### src/rtl/audio_pkg.sv
// Shared framing constants for the WM8731 ADC receiver and DAC serializer.
// Slot offsets are counted in bit clocks from the adclrck pulse.
package audio_pkg;
  localparam int SAMPLE_W    = 16;
  localparam int FRAME_LEN   = 251;
  localparam int LEFT_FIRST  = 1;
  localparam int RIGHT_FIRST = SAMPLE_W + 1;
  localparam int PUSH_SLOT   = 2*SAMPLE_W + 1;
endpackage

### src/rtl/audio_sample_fifo.sv
// Small synchronous FIFO of stereo frames with a registered head word.
// Pointers carry one extra wrap bit so that full and empty can be told apart.
module audio_sample_fifo
  import audio_pkg::*;
#(
  parameter int W     = 2*SAMPLE_W,
  parameter int DEPTH = 2
) (
  input  logic         clk,
  input  logic         reset_n,
  input  logic         push_i,
  input  logic         pop_i,
  input  logic [W-1:0] din_i,
  output logic         full_o,
  output logic         empty_o,
  output logic [W-1:0] head_o
);
  localparam int AW = $clog2(DEPTH);

  logic [AW:0]             wptr_q, wptr_d, rptr_q, rptr_d;
  logic [DEPTH-1:0][W-1:0] mem_q;
  logic [W-1:0]            head_q, head_d;
  logic                    do_push, do_pop;

  assign empty_o = (wptr_q == rptr_q);
  assign full_o  = (wptr_q[AW] != rptr_q[AW]) && (wptr_q[AW-1:0] == rptr_q[AW-1:0]);
  assign do_pop  = pop_i && !empty_o;
  assign do_push = push_i && (!full_o || do_pop);
  assign head_o  = head_q;

  // Next head: a push into an empty (or just-drained) FIFO bypasses the memory.
  always_comb begin
    rptr_d = rptr_q + (AW+1)'(do_pop);
    wptr_d = wptr_q + (AW+1)'(do_push);
    head_d = head_q;
    if (do_push && (rptr_d == wptr_q)) head_d = din_i;
    else if (rptr_d != wptr_d)         head_d = mem_q[rptr_d[AW-1:0]];
  end

  always_ff @(posedge clk or negedge reset_n) begin
    if (!reset_n) begin
      wptr_q <= '0;
      rptr_q <= '0;
      head_q <= '0;
      mem_q  <= '0;
    end else begin
      wptr_q <= wptr_d;
      rptr_q <= rptr_d;
      head_q <= head_d;
      if (do_push) mem_q[wptr_q[AW-1:0]] <= din_i;
    end
  end
endmodule

### src/rtl/audio_adc_rx.sv
// WM8731 ADC receiver: drives the DSP-mode frame sync, deserializes left/right
// words MSB first and hands stereo frames to a consumer through a small FIFO.
module audio_adc_rx #(
  parameter int FRAME_LEN  = audio_pkg::FRAME_LEN,
  parameter int SAMPLE_W   = audio_pkg::SAMPLE_W,
  parameter int FIFO_DEPTH = 2
) (
  input  logic                clk,
  input  logic                reset_n,
  input  logic                enable,
  input  logic                adcdat,
  output logic                adclrck,
  output logic [SAMPLE_W-1:0] sample_left,
  output logic [SAMPLE_W-1:0] sample_right,
  output logic                sample_valid,
  input  logic                sample_ready,
  output logic                overrun,
  input  logic                clear_overrun
);
  localparam int CW = $clog2(FRAME_LEN);
  // Package offsets are rebased so a non-default SAMPLE_W keeps the same slot layout.
  localparam int PKG_W    = audio_pkg::SAMPLE_W;
  localparam int LEFT_LO  = audio_pkg::LEFT_FIRST;
  localparam int RIGHT_LO = audio_pkg::RIGHT_FIRST - PKG_W + SAMPLE_W;
  localparam int PUSH_AT  = audio_pkg::PUSH_SLOT - 2*PKG_W + 2*SAMPLE_W;

  logic [CW-1:0]         fcnt_q, fcnt_d;
  logic [SAMPLE_W-1:0]   left_q, left_d, right_q, right_d;
  logic                  ovr_q, ovr_d;
  logic                  in_left, in_right, push, pop, full, empty;
  logic [2*SAMPLE_W-1:0] head;

  assign in_left  = enable && (fcnt_q >= CW'(LEFT_LO))  && (fcnt_q < CW'(RIGHT_LO));
  assign in_right = enable && (fcnt_q >= CW'(RIGHT_LO)) && (fcnt_q < CW'(PUSH_AT));
  assign push     = enable && (fcnt_q == CW'(PUSH_AT));
  assign pop      = sample_ready && !empty;

  always_comb begin
    fcnt_d  = '0;
    left_d  = left_q;
    right_d = right_q;
    if (enable) fcnt_d = (fcnt_q == CW'(FRAME_LEN-1)) ? '0 : fcnt_q + 1'b1;
    if (in_left)  left_d  = {left_q[SAMPLE_W-2:0], adcdat};
    if (in_right) right_d = {right_q[SAMPLE_W-2:0], adcdat};
    // A new drop outranks a simultaneous clear.
    ovr_d = (push && full && !pop) || (ovr_q && !clear_overrun);
  end

  always_ff @(posedge clk or negedge reset_n) begin
    if (!reset_n) begin
      fcnt_q  <= '0;
      left_q  <= '0;
      right_q <= '0;
      ovr_q   <= 1'b0;
    end else begin
      fcnt_q  <= fcnt_d;
      left_q  <= left_d;
      right_q <= right_d;
      ovr_q   <= ovr_d;
    end
  end

  audio_sample_fifo #(.W(2*SAMPLE_W), .DEPTH(FIFO_DEPTH)) u_fifo (
    .clk     (clk),
    .reset_n (reset_n),
    .push_i  (push),
    .pop_i   (pop),
    .din_i   ({left_q, right_q}),
    .full_o  (full),
    .empty_o (empty),
    .head_o  (head)
  );

  assign adclrck      = enable && reset_n && (fcnt_q == '0);
  assign sample_valid = !empty;
  assign sample_left  = head[2*SAMPLE_W-1:SAMPLE_W];
  assign sample_right = head[SAMPLE_W-1:0];
  assign overrun      = ovr_q;
endmodule

### config.mk
export PLATFORM = sky130hd
export DESIGN_NAME = audio_adc_rx
export DESIGN_NICKNAME = d
export VERILOG_FILES = /design/src/rtl/audio_pkg.sv /design/src/rtl/audio_sample_fifo.sv /design/src/rtl/audio_adc_rx.sv
export SDC_FILE = /design/constraint.sdc
export NUM_CORES = 1
export LEC_CHECK = 0
export ABC_AREA = 1
export BUFFER_PORTS_ARGS = -buffer_cell sky130_fd_sc_hd__buf_4
export CORE_ASPECT_RATIO = 0.7
export CORE_MARGIN = 2
export CORE_UTILIZATION = 40
export CTS_BUF_LIST = sky130_fd_sc_hd__clkbuf_8
export CTS_CLUSTER_DIAMETER = 60
export DETAILED_ROUTE_END_ITERATION = 6
export GPL_TIMING_DRIVEN = 0
export SYNTH_ARGS = -nofsm -noshare
export SYNTH_HDL_FRONTEND = slang
export SYNTH_SLANG_ARGS = --single-unit
### constraint.sdc
create_clock -name clk -period 2.37 [get_ports clk]
set_input_delay 0.474 -clock clk [delete_from_list [all_inputs] [get_ports clk]]
set_output_delay 0.474 -clock clk [all_outputs]
set_load 0.02 [all_outputs]
==> metrics.csv <==
stage,metric,value,unit
run_status,run status,finished with violations,
run_status,violated checks,hold timing,
logic_synthesis,Avg Synthesized Cell Area,7.97,um^2
pwr,share of total power consumed by net switching,38.0,%
route,Vias/cell,4.90,
place,HPWL after DPL,11200,um
layout,"non-filler cells, final",1164,
sta,final clock skew,11.8,ps
clock_network,CTS tree,built,
setup_path,CP top delay family,simple AND/OR/NAND/NOR gates,
sta,crit share post-route,96.3,%
logic_synthesis,share of synthesized area occupied by flip-flops and latches,53.1,%
global_routing,global-route wire length before repair,28300,um
global_routing,"Remaining Overflow, GRT",0,
setup_path,element type at the critical path end,register,
floorplanning,Die Y-Extent,112,um
pwr,relative contribution of the clock network to total power,23.9,%
floorplanning,chip width,158,um
sta,final-layout worst hold slack,-16.2,ps
route,average wire per standard cell,15.8,um
setup_path,total buffers and inverters traversed by the critical path,5,
sta,Setup Viol. Count Final,0,
global_routing,antenna violations before repair,0,
logic_synthesis,area share of the leading cell type in the synthesized netlist,53.1,%
clock_network,"Hold-fix buffers, CTS",0,
setup_path,WS Path Type,reg2reg,
layout,"top library cells by usage in the layout, fill and taps aside","sky130_fd_sc_hd__nand2_1 (264), sky130_fd_sc_hd__dfrtp_1 (140), sky130_fd_sc_hd__nand3_1 (113)",
route,number of optimization iterations in the first detailed-route pass,7,
pwr,Max IR drop VDD,514,uV
layout,number of filler instances in the final layout,1540,
floorplanning,ports placed on the boundary,41,
setup_path,data arrival time of the critical path,2640,ps
global_routing,total global-route track usage,20.8,%
layout,fraction of final layout cells sized beyond drive strength 1,20.6,%
route,count of unresolved DRC violations after routing,0,
place,placed cell count,1099,
sta,slew of the pin with the lowest slew margin,594,ps
route,DRC violation total after the first TritonRoute iteration,488,
floorplanning,Die Outline Area,0.0177,mm^2
sta,Fmax achieved,438,MHz
floorplanning,area of the core region,0.0163,mm^2
logic_synthesis,Synth Register Bits,141,
layout,"leading cell type in the layout, fill and taps excluded",sky130_fd_sc_hd__nand2_1,
clock_network,clock slew at the register clock pins of the worst setup and hold paths,80,ps
sta,final hold violation count,22,
layout,area taken by multi-input logic gates,0.00267,mm^2
clock_network,insertion delay to the later sink of the worst-skew pair,470,ps
layout,Total Nets Final,939,
layout,Area Growth Syn to Fin,29.0,%
place,RePlAce Congestion,0.799,
logic_synthesis,"Net Count, Synth",846,
route,Post-Route WL,18300,um
clock_network,CTS Buf Count,17,
logic_synthesis,leading cell types by total area after synthesis,"sky130_fd_sc_hd__dfrtp_1 (53%), sky130_fd_sc_hd__nand2_1 (16%), sky130_fd_sc_hd__nand3_1 (8.8%)",
logic_synthesis,cell taking the most area after synthesis,sky130_fd_sc_hd__dfrtp_1,
pwr,cell internal pwr,6.75,mW
pwr,total power draw,10.9,mW
logic_synthesis,number of warnings issued by yosys,0,
place,count of buffers inserted at the top-level ports,40,
logic_synthesis,Gate Count Post-Synth,833,
setup_path,Worst setup SP type,register,
clock_network,CTS sink count,141,
pwr,total power density per cell area,1270,mW/mm^2
setup_path,Critical Path Fanout Max,7,
setup_path,CP cell instances,"inv_2, nand2_1, nand2_2, inv_2, a21oi_4, ha_4, buf_8, xor2_2, nor2_4, buf_6, nand2_8, clkbuf_16, nand3_1, nand3_1",
floorplanning,num rows,39,
global_routing,via count of the first global-routing pass,5421,
layout,sequential cell area in the final layout,0.00353,mm^2
layout,summed area of non-filler cells in the final layout,0.00857,mm^2
pwr,part of the power in registers,29.1,%
pwr,switching power of the nets,4.14,mW
floorplanning,starting density of the core,40.8,%
sta,final max-slew violation count,0,
route,remaining antenna violation count after routing,0,
clock_network,buffer type at the clock tree root,sky130_fd_sc_hd__clkbuf_8,
layout,diode insertion count for antenna repair,0,
pwr,Comb pwr share,47.0,%
clock_network,maximum clock path buffer count,2,
sta,summed negative setup slack over all endpoints,0,ps
place,Placement Cell Area,0.00726,mm^2
logic_synthesis,post-synth design cell area,0.00664,mm^2
worst_hold_path,Hold Crit Class,in2async,
setup_path,worst endpoint required time,2720,ps
run,Max Cap Viol,0,
sta,shortest period the worst path allows,2280,ps
pwr,leakage power summed over all cells,4.36,nW
setup_path,CP max stage delay,420,ps
clock_network,CTS HTree Levels,4,
global_routing,pin count of the biggest net entering global routing,81,
sta,Rel. slew slack,60.4,%
setup_path,critical path's slowest cell,sky130_fd_sc_hd__dfrtp_1,
route,via count,5701,
logic_synthesis,count of different cell masters after synthesis,26,
-- layout make-up --
| cell class | count | area share (%) |
|---|---|---|
| Timing Repair Buffer | 76 | 9.14 |
| Tap cell | 225 | 3.29 |
| Clock inverter | 12 | 3.08 |
| Buffer | 41 | 3.91 |
| Clock buffer | 20 | 3.21 |
| Sequential cell | 141 | 41.2 |
| Inverter | 110 | 5.00 |
| Multi-Input combinational cell | 539 | 31.2 |
-- layer usage --
layer	routed length, um	part of all wire [%]	global-route usage (%)
met1	9180	50	32.3
met2	7710	42	29.3
met3	1180	6.4	4.40
met4	260	1.4	5.53
met5	0	0	0
-- sequential cells by signal, summed over array words and instances, names as in the netlist --
name,cells
u_fifo.mem_q,64
u_fifo.head_o,32
left_q,16
right_q,16
fcnt_q,8
u_fifo.rptr_q,2
u_fifo.wptr_q,2
overrun,1
-- cell families (layout without fill, tap and decap cells) --
logic type | count (synthesis) | after routing | synth area share, %
buf+inv | 155 | 259 | 9.95
compound gates | 107 | 107 | 8.19
fa+ha+maj | 7 | 7 | 1.32
xor+xnor | 2 | 2 | 0.264
flops | 141 | 141 | 53.1
simple gates | 421 | 423 | 27.2
-- timing repair --
| action | in CTS | in global routing |
|---|---|---|
| gates resized for setup | 43 | 57 |
| endpoints found under the setup margin | 97 | 80 |
| setup buffers | 12 | 14 |
| hold endpoints to repair | 0 | 0 |
| gates cloned | 2 | 9 |
| pin swaps | 8 | 21 |
-- worst reg2reg max path, stage by stage, from the launching register on --
cell                        delay [ps]
sky130_fd_sc_hd__dfrtp_1           420
sky130_fd_sc_hd__inv_2              70
sky130_fd_sc_hd__nand2_1            60
sky130_fd_sc_hd__nand2_2            80
sky130_fd_sc_hd__inv_2              50
sky130_fd_sc_hd__a21oi_4           160
sky130_fd_sc_hd__ha_4              230
sky130_fd_sc_hd__buf_8             140
sky130_fd_sc_hd__xor2_2            150
sky130_fd_sc_hd__nor2_4            260
sky130_fd_sc_hd__buf_6             170
sky130_fd_sc_hd__nand2_8            80
sky130_fd_sc_hd__clkbuf_16         170
sky130_fd_sc_hd__nand3_1            70
sky130_fd_sc_hd__nand3_1            60
-- final timing paths --
| kind | from | end | slack, ps | cells past startpoint |
|---|---|---|---|---|
| max in group asynchronous | reset_n | u_fifo.head_o[7] | 1560 | 2 |
| max reg2reg | u_fifo.wptr_q[0] | u_fifo.head_o[27] | 90 | 14 |
| max | u_fifo.wptr_q[0] | u_fifo.head_o[27] | 90 | 14 |
| min in group clk | clear_overrun | overrun | 190 | 2 |
| min | reset_n | u_fifo.head_o[24] | -20 | 1 |
| min reg2reg | u_fifo.mem_q[39] | u_fifo.mem_q[39] | 480 | 2 |
-- synth_stat cells, drive strengths merged --
cell and instances:
nand2 279, nor2 17, ha 7, xor2 2, buf 25, and3 1
o22ai 1, dfrtp 141, clkbuf 20, nand3 118, nor3 6, o21ai 101
inv 110, a21oi 5
-- power by group through the flow --
stage / combinational (mW) / clock [mW] / sequential [mW]
final: 5.12 / 2.60 / 3.17
after global routing: 5.64 / 2.75 / 3.22
after CTS: 4.09 / 2.63 / 3.16
after detailed placement: 3.70 / 0 / 3.21
after global placement: 3.68 / 0 / 3.20
after floorplan: 2.15 / 0 / 3.48
-- per-stage QoR --
step	util (%)	setup slack (ps)
after floorplan	-	29.0
final	52.6	86.7
after detailed placement	44.5	-639
after CTS	49.3	3.81
after global placement	44.3	-603
after global routing	52.6	-20.2
Power figures use the tool's default switching activity.
